==> src/rtl/pipe_ctrl_pkg.sv <==
// Shared constants and state encoding for the pipeline hazard/SRAM arbiter.
package pipe_ctrl_pkg;

    localparam int unsigned WAIT_W = 4;

    localparam logic STALL_YES  = 1'b1;
    localparam logic STALL_NO   = 1'b0;
    localparam logic RST_ENABLE = 1'b0;

    typedef enum logic {
        CTRL_FETCH = 1'b0,
        CTRL_DATA  = 1'b1
    } ctrl_state_t;

endpackage

==> src/rtl/pipe_ctrl.sv <==
// Pipeline control: arbitrates the shared SRAM between instruction fetch and
// data accesses, inserts load-use bubbles and squashes fetches after taken
// branches (deferring the squash while a data access owns the SRAM).
//
// Ports:
//   clk           system clock, rising edge
//   rst           asynchronous reset, active low
//   id_loaduse    ID source matches the waddr of a load in EX
//   mem_req       MEM stage requests a data access
//   branch_taken  ID resolved a taken branch/jump
//   stall_pc/id/ex/mem  freeze PC, IF/ID, ID/EX, EX/MEM registers
//   flush_if      IF/ID loads a NOP on the next edge
//   mem_sel       SRAM owner: 0 = fetch, 1 = data
//
// Outputs are combinational decodes of the registered state and the current
// inputs so a request stalls the pipe in the cycle it is raised.
module pipe_ctrl
    import pipe_ctrl_pkg::*;
#(
    parameter int unsigned MEM_WAIT = 2
) (
    input  logic clk,
    input  logic rst,
    input  logic id_loaduse,
    input  logic mem_req,
    input  logic branch_taken,
    output logic stall_pc,
    output logic stall_id,
    output logic stall_ex,
    output logic stall_mem,
    output logic flush_if,
    output logic mem_sel
);

    localparam logic [WAIT_W-1:0] LAST_WAIT = WAIT_W'(MEM_WAIT - 1);

    ctrl_state_t       ctrl_state, ctrl_state_nxt;
    logic [WAIT_W-1:0] wait_cnt,   wait_cnt_nxt;
    logic              flush_pend, flush_pend_nxt;

    // State register
    always_ff @(posedge clk or negedge rst) begin
        if (!rst) begin
            ctrl_state <= CTRL_FETCH;
            wait_cnt   <= '0;
            flush_pend <= 1'b0;
        end else begin
            ctrl_state <= ctrl_state_nxt;
            wait_cnt   <= wait_cnt_nxt;
            flush_pend <= flush_pend_nxt;
        end
    end

    // Next-state and output decode
    always_comb begin
        ctrl_state_nxt = ctrl_state;
        wait_cnt_nxt   = wait_cnt;
        flush_pend_nxt = flush_pend;
        stall_pc       = STALL_NO;
        stall_id       = STALL_NO;
        stall_ex       = STALL_NO;
        stall_mem      = STALL_NO;
        flush_if       = 1'b0;
        mem_sel        = 1'b0;

        // While reset is held every output stays at its idle value.
        if (rst != RST_ENABLE) begin
            unique case (ctrl_state)
                CTRL_FETCH: begin
                    if (mem_req) begin
                        // Whole pipe frozen; SRAM still on fetch this cycle.
                        // A branch seen now is remembered, since IF/ID cannot
                        // be flushed while it is stalled.
                        stall_pc       = STALL_YES;
                        stall_id       = STALL_YES;
                        stall_ex       = STALL_YES;
                        stall_mem      = STALL_YES;
                        ctrl_state_nxt = CTRL_DATA;
                        wait_cnt_nxt   = '0;
                        flush_pend_nxt = flush_pend | branch_taken;
                    end else if (id_loaduse) begin
                        // Bubble into ID/EX; branch is re-resolved afterwards.
                        stall_pc = STALL_YES;
                        stall_id = STALL_YES;
                    end else begin
                        flush_if       = branch_taken | flush_pend;
                        flush_pend_nxt = 1'b0;
                    end
                end
                CTRL_DATA: begin
                    mem_sel        = 1'b1;
                    stall_pc       = STALL_YES;
                    stall_id       = STALL_YES;
                    stall_ex       = STALL_YES;
                    // EX/MEM is released in the final owned cycle so the
                    // access retires as the SRAM returns to fetch.
                    stall_mem      = (wait_cnt == LAST_WAIT) ? STALL_NO : STALL_YES;
                    flush_pend_nxt = flush_pend | branch_taken;
                    if (wait_cnt == LAST_WAIT) begin
                        ctrl_state_nxt = CTRL_FETCH;
                        wait_cnt_nxt   = '0;
                    end else begin
                        wait_cnt_nxt = wait_cnt + WAIT_W'(1);
                    end
                end
                default: ctrl_state_nxt = CTRL_FETCH;
            endcase
        end
    end

endmodule
==> config.mk <==
export PLATFORM = sky130hd
export DESIGN_NAME = pipe_ctrl
export DESIGN_NICKNAME = d
export VERILOG_FILES = /design/src/rtl/pipe_ctrl_pkg.sv /design/src/rtl/pipe_ctrl.sv
export SDC_FILE = /design/constraint.sdc
export NUM_CORES = 1
export LEC_CHECK = 0
export BUFFER_PORTS_ARGS = -buffer_cell sky130_fd_sc_hd__buf_2
export CAP_MARGIN = 30
export CORE_AREA = 2 2 39 41
export CTS_BUF_LIST = sky130_fd_sc_hd__clkbuf_8
export CTS_CLUSTER_SIZE = 28
export DETAILED_ROUTE_END_ITERATION = 7
export DIE_AREA = 0 0 41 43
export SETUP_SLACK_MARGIN = 0.02
export SYNTH_ARGS = -nofsm -noshare
export SYNTH_HDL_FRONTEND = slang
export SYNTH_SLANG_ARGS = --single-unit
==> constraint.sdc <==
create_clock -name clk -period 3.55 [get_ports clk]
set_input_delay 0.1775 -clock clk [delete_from_list [all_inputs] [get_ports clk]]
set_output_delay 0.1775 -clock clk [all_outputs]
set_load 0.01 [all_outputs]
==> results.md <==
- Status: finished clean
- Total Routing Usage GR: 0.116
- Internal power: 210 uW
- Synth async-reset ratio: 1.00
- Final setup viols: 0
- H-tree levels: 1
- Root Buffer: clkbuf_8
- Number of synthesized register bits: 6
- Number of antenna violations at the first check in global routing: 0
- Ys flop type: dfrtp_1
- CP Launch Type: input pin
- Area post-placement: 395 sq um
- Fmax: 0.632 GHz
- Gate Count Post-Synth: 37
- Vias in the first global route: 311
- P_sw: 109 uW
- Layout cells sized above 1: 0.300
- Most frequent cells in the layout: buf_2 (10), dfrtp_1 (6), inv_1 (5)
- Multi-input gate area: 156 sq um
- Die Y: 43 um
- RePlAce Congestion: 0.745
- HPWL after detailed placement: 506 um
- Worst-path clk slew: 40 ps
- CP cell instances: dlygate4sd3_1 -> buf_2 -> inv_1 -> nor3b_1 -> buf_2
- Tot Pwr: 319 uW
- Diode count: 0
- Mapped Area: 333 sq um
- ANT nets after route: 0
- Measured slew at the worst slew-check pin: 311 ps
- Ys Warns: 0
- Fin crit period: 1580 ps
- I/O Buffers: 10
- RSZ-0062 raised after global routing: false
- Fin crit share: 0.446
- Netlist cell types: 20
- Core Util, Final: 0.323
- Switching fraction of total power: 0.341
- Final worst setup slack: 1970 ps
- Worst hold slack: 231 ps
- First-pass GRT wire length: 1220 um
- WL/cell: 10.7 um
- Post-cts repair resize count: 0
- Routed WL: 704 um
- CTS tree: done
- Drt pass-1 iters: 2
- Cell repeated most along the worst path: buf_2
- Total gr overflow: 0
- Nets: 59
- Placement Rows: 14
- I/O pins: 11
- Commonest non-fill, non-tap cell in the layout: buf_2
- Initial Util: 0.241
- Syn nets: 44
- Number of synthesized flops with an enable pin: 0
- Dpl cells: 62
- CP Class: in -> out
- Clock power share: 0.317
- Fin cells: 66
- Detailed-route DRC error count: 0
- Fillcell total: 142
- Slew Viols, Final: 0
- Reg area: 150 sq um
- Power Density: 714 mW/mm^2
- Post-DR vias/cell: 4.64
- Max cap viols: 0
- Hold crit path type: in -> reg
- Crit. End Element: primary output
- Slowest CP cell: dlygate4sd3_1
- Leakage: 0.216 nW
- Synthesis-to-layout area growth: 34.2%
- Violation count after the first detailed-route iteration: 2
- Worst Path Buf+Inv: 4
- Syn avg cell area: 9.00 sq um
- Endpoints failing hold: 0
- Cts bufs inserted: 3
- Core Region: 0.00138 sq mm
- Max_slew headroom: 0.792
- CTS Sinks: 6
- Clock tree buffer depth: 2
- TNS Setup: 0 ps
- WP data arrival: 1410 ps
- Clock Skew: 3.11 ps
- Clock Latency Late Sink: 220 ps
- CP top delay family: buffers and inverters
- CP max stage delay: 520 ps
- Finished layout cell area: 447 sq um
- Die area: 0.00176 sq mm
- Gate power share: 0.306
- Flop pwr share: 0.377
- Largest net degree at the start of global routing: 12
- Critical path peak fanout: 11
- Vias: 306
- WP data required: 3370 ps
- Die W: 41 um
- Post-synthesis sequential area ratio: 0.451
- DP Worst Slack: 2270 ps
- Maximum VDD drop: 0.285 mV
timing repair:
action	4_1_cts	5_1_grt
hold endpoints to repair	6	0
hold buffers	1	0
buffers inserted	0	0
cell families (layout without fill, tap and decap cells):
group,Yosys count,in the layout,synth area share
flip-flops,6,6,0.451
adder cells (fa/ha/maj),2,2,0.0752
AND/OR/NAND/NOR,11,11,0.184
AO/OA/AOI/OAI,12,12,0.211
buffers and inverters,6,19,0.0790
metal layers:
layer / share of wire / global-route usage
met1: 0.46 / 0.108
met2: 0.42 / 0.163
met4: 0.020 / 0.100
met5: 0 / 0
met3: 0.091 / 0.0785
tightest hold or removal path: stages:
cell and delay [ps]:
buf_2 80, nor2_1 40, a21oi_1 110
power by group through the flow:
| stage | clock network, mW | logic, mW | registers (mW) |
|---|---|---|---|
| after floorplan | 0 | 0.0711 | 0.115 |
| after global placement | 0 | 0.0960 | 0.120 |
| after detailed placement | 0 | 0.0973 | 0.121 |
| after CTS | 0.105 | 0.0989 | 0.120 |
| after global routing | 0.111 | 0.117 | 0.125 |
| final | 0.101 | 0.0975 | 0.120 |
worst paths after layout:
kind / end / slack (ps) / startpoint / cells past startpoint
setup / recovery: flush_if / 1970 / rst / 5
hold / removal: flush_pend$_DFFE_PN0P_ / 230 / branch_taken / 3
setup reg to reg: wait_cnt[1]$_DFFE_PN0P_ / 2250 / wait_cnt[1]$_DFFE_PN0P_ / 5
hold reg to reg: flush_pend$_DFFE_PN0P_ / 530 / flush_pend$_DFFE_PN0P_ / 2
max in group asynchronous: wait_cnt[2]$_DFFE_PN0P_ / 2990 / rst / 2
min in group asynchronous: flush_pend$_DFFE_PN0P_ / 350 / rst / 2
synth_stat cells (all sizes together), types with 2 or more instances:
cell type | n | share of area
a21oi | 4 | 0.060
dfrtp | 6 | 0.45
ha | 2 | 0.075
inv | 5 | 0.056
nand2 | 2 | 0.030
nor2 | 2 | 0.023
nor3b | 2 | 0.045
o21ai | 5 | 0.086
sequential cells by signal, indices dropped and copies added (netlist names):
name and flops:
wait_cnt 4, ctrl_state 1, flush_pend 1
final cells by class:
cell class,instances,area share
Clock buffer,3,0.0924
Inverter,5,0.0420
Multi-Input combinational cell,25,0.350
Sequential cell,6,0.336
Tap cell,16,0.0448
Timing Repair Buffer,11,0.134
Note: power is estimated with default switching activity, not from simulation.
